### src/rtl/mem_arbiter_if.sv
// Bus bundle between the fetch/data requesters, the arbiter and the RAM.
// The slave modport is the arbiter; master is the core plus RAM side.
interface mem_arbiter_if #(
    parameter int ADDR_W = 32,
    parameter int DATA_W = 32
);
    logic              iREN;
    logic [ADDR_W-1:0] iaddr;
    logic              ihit;
    logic [DATA_W-1:0] iload;
    logic              dREN;
    logic              dWEN;
    logic [ADDR_W-1:0] daddr;
    logic [DATA_W-1:0] dstore;
    logic              dhit;
    logic [DATA_W-1:0] dload;
    logic              ram_REN;
    logic              ram_WEN;
    logic [ADDR_W-1:0] ram_addr;
    logic [DATA_W-1:0] ram_store;
    logic [DATA_W-1:0] ram_load;
    logic              ram_ready;
    logic              ram_error;

    modport slave (
        input  iREN, iaddr, dREN, dWEN, daddr, dstore,
        input  ram_load, ram_ready,
        output ihit, iload, dhit, dload,
        output ram_REN, ram_WEN, ram_addr, ram_store,
        output ram_error
    );

    modport master (
        output iREN, iaddr, dREN, dWEN, daddr, dstore,
        output ram_load, ram_ready,
        input  ihit, iload, dhit, dload,
        input  ram_REN, ram_WEN, ram_addr, ram_store,
        input  ram_error
    );
endinterface

### src/rtl/mem_arbiter.sv
// Single-port RAM arbiter: data first, fetch guaranteed by a streak
// limit, with a sticky watchdog for a RAM that never answers.
module mem_arbiter #(
    parameter int ADDR_W      = 32,
    parameter int DATA_W      = 32,
    parameter int MAX_DSTREAK = 4,
    parameter int TIMEOUT     = 255
) (
    input  logic          CLK,
    input  logic          nRST,
    mem_arbiter_if.slave  bus
);
    localparam int SW = $clog2(MAX_DSTREAK + 1);
    localparam int WW = $clog2(TIMEOUT + 1);

    typedef enum logic [1:0] {
        IDLE,
        IACCESS,
        DACCESS,
        ERROR
    } state_t;

    state_t        state;
    logic [SW-1:0] dstreak;
    logic [WW-1:0] wcnt;
    logic          dreq;
    logic          dgrant;
    logic          igrant;
    logic          done;
    logic          tmo;

    assign dreq   = bus.dREN | bus.dWEN;
    assign dgrant = dreq &&
                    (dstreak < SW'(MAX_DSTREAK) || !bus.iREN);
    assign igrant = !dgrant && bus.iREN;

    // A flushed fetch ends the access just like a completion.
    assign done = bus.ram_ready ||
                  (state == IACCESS && !bus.iREN);
    assign tmo  = wcnt == WW'(TIMEOUT - 1);

    assign bus.ihit  = state == IACCESS && bus.ram_ready;
    assign bus.dhit  = state == DACCESS && bus.ram_ready;
    assign bus.iload = bus.ihit ? bus.ram_load : '0;
    assign bus.dload = (bus.dhit && !bus.ram_WEN) ?
                       bus.ram_load : '0;

    always_ff @(posedge CLK or negedge nRST) begin
        if (!nRST) begin
            state         <= IDLE;
            dstreak       <= '0;
            wcnt          <= '0;
            bus.ram_error <= 1'b0;
            bus.ram_REN   <= 1'b0;
            bus.ram_WEN   <= 1'b0;
            bus.ram_addr  <= '0;
            bus.ram_store <= '0;
        end else begin
            unique case (state)
                IDLE: begin
                    wcnt <= '0;
                    unique case (1'b1)
                        dgrant: begin
                            state         <= DACCESS;
                            bus.ram_addr  <= bus.daddr;
                            bus.ram_store <= bus.dstore;
                            bus.ram_WEN   <= bus.dWEN;
                            bus.ram_REN   <= !bus.dWEN;
                            // dgrant with iREN implies room left
                            dstreak <= bus.iREN ?
                                       dstreak + SW'(1) : '0;
                        end
                        igrant: begin
                            state         <= IACCESS;
                            bus.ram_addr  <= bus.iaddr;
                            bus.ram_store <= '0;
                            bus.ram_REN   <= 1'b1;
                            bus.ram_WEN   <= 1'b0;
                            dstreak       <= '0;
                        end
                        default: ;
                    endcase
                end
                IACCESS, DACCESS: begin
                    if (done || tmo) begin
                        state         <= done ? IDLE : ERROR;
                        bus.ram_error <= !done;
                        bus.ram_REN   <= 1'b0;
                        bus.ram_WEN   <= 1'b0;
                        bus.ram_addr  <= '0;
                        bus.ram_store <= '0;
                    end else begin
                        wcnt <= wcnt + WW'(1);
                    end
                end
                ERROR: state <= ERROR;
            endcase
        end
    end
endmodule

### src/flat_wrapper.sv
// flat-port wrapper written by rule: the top's interface ports become plain ports
module mem_arbiter_flat 
#(
    parameter int ADDR_W      = 32,
    parameter int DATA_W      = 32,
    parameter int MAX_DSTREAK = 4,
    parameter int TIMEOUT     = 255
)
  (CLK, nRST, bus_iREN, bus_iaddr, bus_dREN, bus_dWEN, bus_daddr, bus_dstore, bus_ram_load, bus_ram_ready, bus_ihit, bus_iload, bus_dhit, bus_dload, bus_ram_REN, bus_ram_WEN, bus_ram_addr, bus_ram_store, bus_ram_error);
  mem_arbiter_if #(.ADDR_W(ADDR_W), .DATA_W(DATA_W)) bus_i ();
  input  logic CLK;
  input  logic nRST;
  input wire logic [$bits(bus_i.iREN)-1:0] bus_iREN;
  input wire logic [$bits(bus_i.iaddr)-1:0] bus_iaddr;
  input wire logic [$bits(bus_i.dREN)-1:0] bus_dREN;
  input wire logic [$bits(bus_i.dWEN)-1:0] bus_dWEN;
  input wire logic [$bits(bus_i.daddr)-1:0] bus_daddr;
  input wire logic [$bits(bus_i.dstore)-1:0] bus_dstore;
  input wire logic [$bits(bus_i.ram_load)-1:0] bus_ram_load;
  input wire logic [$bits(bus_i.ram_ready)-1:0] bus_ram_ready;
  output wire logic [$bits(bus_i.ihit)-1:0] bus_ihit;
  output wire logic [$bits(bus_i.iload)-1:0] bus_iload;
  output wire logic [$bits(bus_i.dhit)-1:0] bus_dhit;
  output wire logic [$bits(bus_i.dload)-1:0] bus_dload;
  output wire logic [$bits(bus_i.ram_REN)-1:0] bus_ram_REN;
  output wire logic [$bits(bus_i.ram_WEN)-1:0] bus_ram_WEN;
  output wire logic [$bits(bus_i.ram_addr)-1:0] bus_ram_addr;
  output wire logic [$bits(bus_i.ram_store)-1:0] bus_ram_store;
  output wire logic [$bits(bus_i.ram_error)-1:0] bus_ram_error;
  assign bus_i.iREN = bus_iREN;
  assign bus_i.iaddr = bus_iaddr;
  assign bus_i.dREN = bus_dREN;
  assign bus_i.dWEN = bus_dWEN;
  assign bus_i.daddr = bus_daddr;
  assign bus_i.dstore = bus_dstore;
  assign bus_i.ram_load = bus_ram_load;
  assign bus_i.ram_ready = bus_ram_ready;
  assign bus_ihit = bus_i.ihit;
  assign bus_iload = bus_i.iload;
  assign bus_dhit = bus_i.dhit;
  assign bus_dload = bus_i.dload;
  assign bus_ram_REN = bus_i.ram_REN;
  assign bus_ram_WEN = bus_i.ram_WEN;
  assign bus_ram_addr = bus_i.ram_addr;
  assign bus_ram_store = bus_i.ram_store;
  assign bus_ram_error = bus_i.ram_error;
  mem_arbiter #(.ADDR_W(ADDR_W), .DATA_W(DATA_W), .MAX_DSTREAK(MAX_DSTREAK), .TIMEOUT(TIMEOUT)) u_core (.CLK(CLK), .nRST(nRST), .bus(bus_i));
endmodule
### config.mk
export PLATFORM = sky130hd
export DESIGN_NAME = mem_arbiter_flat
export DESIGN_NICKNAME = d
export VERILOG_FILES = /design/src/rtl/mem_arbiter_if.sv /design/src/rtl/mem_arbiter.sv /design/src/flat_wrapper.sv
export SDC_FILE = /design/constraint.sdc
export NUM_CORES = 1
export LEC_CHECK = 0
export CORE_MARGIN = 8
export CORE_UTILIZATION = 39
export CTS_CLUSTER_SIZE = 40
export DETAILED_ROUTE_END_ITERATION = 7
export GPL_ROUTABILITY_DRIVEN = 0
export PLACE_DENSITY = 0.82
export SYNTH_ARGS = -nofsm -noshare
export SYNTH_HDL_FRONTEND = slang
export SYNTH_SLANG_ARGS = --single-unit
### constraint.sdc
create_clock -name CLK -period 2.7 [get_ports CLK]
set_input_delay 0.675 -clock CLK [delete_from_list [all_inputs] [get_ports CLK]]
set_output_delay 0.675 -clock CLK [all_outputs]
set_load 0.005 [all_outputs]
==> flow_metrics.py <==
metrics = {
    "outcome": {
        "outcome": "finished, final reports clean",
    },
    "logic_synthesis": {
        "synth_nets": 634,
        "synth.most_common_cell": "dfrtp_1",
        "syn_inst": 492,
        "yosysTopAreaCell": "dfrtp_1",
        "yosysTopAreaCellShare_pct": 42.4,
        "netlist_area_mm2": 0.00472,
        "syn_area_per_cell_um2": 9.60,
        "synthDistinctLibCells": 37,
        "ys_seq_area_share_pct": 42.4,
        "synthTopCellsByCount": "dfrtp_1 (80), and3_1 (65), nand2_1 (43)",
        "async_reset_ff_share_pct": 100,
        "synth_warnings": 0,
        "synth-edff-count": 0,
        "synth-main-ff-cell": "dfrtp_1",
        "ys_top_cells_by_area": "dfrtp_1 (42%), and3_1 (8.6%), mux2i_1 (8.1%), a21bo_2 (6.8%), mux2_2 (6.4%)",
        "ys_seq_elements": 80,
    },
    "critical_path": {
        "r2r_slack_ns": 0.52,
        "worst_setup_path_start_kind": "flip-flop",
        "reg2reg_to": "u_core.bus.ram_store[22]",
        "arrival_ns": 1.94,
        "crit_type": "reg -> out",
        "worstRegToRegCells": 8,
        "end_kind": "output port",
        "cp.required_ns": 2.03,
        "rr_startpoint": "u_core.state[1]",
        "crit_fanout": 22,
    },
    "detailed_routing": {
        "num_vias": 4715,
        "drtIter0Drc": 283,
        "drc": 0,
        "drtAntennaViolNets": 0,
        "first_pass_iters": 4,
        "avgViaCountPerCell": 5.25,
        "routedWlPerCell_um": 18.8,
        "drt-total-wl_um": 16900,
    },
    "placed_design": {
        "hpwl_um": 13100,
        "dp_cells": 880,
        "portBuffers": 266,
    },
    "global_routing": {
        "grt_pass1_wl_um": 26500,
        "grt_max_degree": 70,
        "antenna_found_initial": 0,
        "grt_pass1_vias": 4862,
        "grt_usage_pct": 20.8,
        "grt_overflow": 0,
    },
    "final_layout": {
        "multi_input_area_mm2": 0.00243,
        "diodes": 0,
        "fill_cells": 938,
        "drive_gt1_share_pct": 15.0,
        "syn_to_final_growth_pct": 70.6,
        "finalNonFillerCells": 898,
        "fin_nets": 888,
        "seqCellArea_mm2": 0.00200,
    },
    "die": {
        "io_pins": 267,
        "rows": 40,
        "core-area_mm2": 0.0119,
        "fp.dieW_um": 126,
        "die_area_mm2": 0.0159,
        "die_y_um": 126,
        "start_util_pct": 39.7,
    },
    "power_and_ir_drop": {
        "switchingPower_mw": 0.613,
        "peakVddDrop_v": 0.000329,
        "p_int_mw": 2.28,
        "p_per_area_mw_per_mm2": 359,
        "p_seq_share_pct": 41.4,
        "sw_frac_of_total_pct": 21.2,
        "total_leakage_power_nw": 4.00,
        "comb_power_share_pct": 13.0,
        "p_clk_share_pct": 45.5,
    },
    "clock_network": {
        "cts.htree.levels": 3,
        "cts-buffers-inserted": 9,
        "cts_buffer_depth": 2,
        "clock-root-buffer": "clkbuf_16",
        "clk_latency_ns": 0.34,
        "cts.clk_slew.worst_paths_ns": 0.06,
        "cts_tree": "built",
        "clock-sinks": 80,
    },
    "timing": {
        "whs_ns": 0.280,
        "skew_ns": 0.00785,
        "fmax_ghz": 0.382,
        "worstMarginPinSlew_ns": 0.656,
        "hold_viol": 0,
        "final_max_slew_viol_count": 0,
        "fin_crit_sh_pct": 97.0,
        "rsz0062_at_grt": "false",
        "period_minus_slack_ns": 2.62,
        "slew_headroom_pct": 56.2,
        "finalSetupViolCount": 0,
    },
    "worst_hold_path": {
        "min_path_type": "in -> async",
    },
    "flow_run": {
        "cap_violations": 0,
    },
}
-- critical path, cell delays in order (launching register included) --
cell and delay [ns]:
dfrtp_1 0.40, inv_2 0.09, ha_1 0.16, and2_4 0.16, buf_12 0.14, and3_1 0.16, clkdlybuf4s50_1 0.50
-- power by group through the flow --
stage | clock (mW) | combinational [mW] | sequential, mW
2_1_floorplan | 0 | 0.113 | 1.22
3_3_place_gp | 0 | 0.359 | 1.22
3_5_place_dp | 0 | 0.369 | 1.22
4_1_cts | 1.35 | 0.380 | 1.20
5_1_grt | 1.40 | 0.409 | 1.20
6_report | 1.32 | 0.377 | 1.20
-- logic make-up after synthesis --
kind of cell | share of synthesized area [%]
simple gates | 18.4
buf+inv | 6.89
mux | 16.7
flops | 42.4
fa+ha+maj | 2.12
compound gates | 13.6
-- metrics by stage --
step	setup WS [ns]	total power, mW	TNS (ns)	utilization, %	instance area [µm²]
floorplan	0.579	1.33	0	-	4720
global placement	-0.191	1.58	-7.10	64.0	7630
detailed placement	-0.193	1.59	-8.02	64.0	7630
CTS	-0.00773	2.93	-0.00773	67.3	8010
global route	0.00105	3.01	0	67.7	8060
finish	0.0809	2.89	0	67.7	8060
-- registers in the layout, indices dropped and copies added, names as in the netlist --
register,cells
u_core.bus.ram_REN,1
u_core.bus.ram_WEN,1
u_core.bus.ram_addr,32
u_core.bus.ram_error,1
u_core.bus.ram_store,32
u_core.dstreak,3
u_core.state,2
u_core.wcnt,8
-- final cells by class --
class                      count  area share [%]
clock buffer                  12            3.06
timing repair buffer         286            36.9
multi-input combinational    331            30.1
clock inverter                 4           0.947
tap                          147            2.28
sequential                    80            24.8
inverter                      38            1.82
-- layout by cell type, fill, tap and decap left out, types with 2 or more instances in the layout --
cell type,instances
nor2_1,5
mux2i_1,38
ha_1,7
clkinvlp_4,2
nand2_1,43
o31ai_1,2
a21bo_2,32
a22o_1,3
buf_12,9
clkbuf_1,2
dlymetal6s2s_1,14
nor2b_1,3
bufinv_16,2
inv_2,3
buf_4,10
a21oi_1,36
o211ai_1,3
and3_1,64
nand2b_1,3
o21ai_0,2
dfrtp_1,80
or4_1,2
clkbuf_16,9
mux2_2,27
inv_1,34
nand3_1,37
dlygate4sd2_1,4
mux2_4,7
clkdlybuf4s50_1,245
-- per-layer routing --
layer | track usage (%) | vias up | wire [µm]
met5 | 0 | - | 0
li1 | - | 2215 | -
met2 | 37.8 | 197 | 8820
met3 | 7.85 | 16 | 1570
met1 | 21.9 | 2287 | 6280
met4 | 6.02 | 0 | 238
-- what timing repair did --
action | in CTS | in global routing
buffers inserted | 1 | 0
endpoints found under the setup margin | 65 | 47
resized for setup | 14 | 19
hold buffers | 0 | 0
cloned | 1 | 0
-- how the worst max path moves through the flow --
stage                         start                  to  slack (ns)  depth (start not counted)
floorplan           u_core.state[0]  u_core.bus.ram_REN        0.58                          8
global placement      bus_ram_ready       bus_dload[11]       -0.19                          5
detailed placement    bus_ram_ready       bus_dload[30]       -0.19                          5
CTS                 u_core.state[1]        bus_iload[8]      -0.008                          5
global route        u_core.state[0]       bus_dload[18]       0.001                          6
finish              u_core.state[0]       bus_dload[19]        0.08                          6
Power figures use the tool's default switching activity.
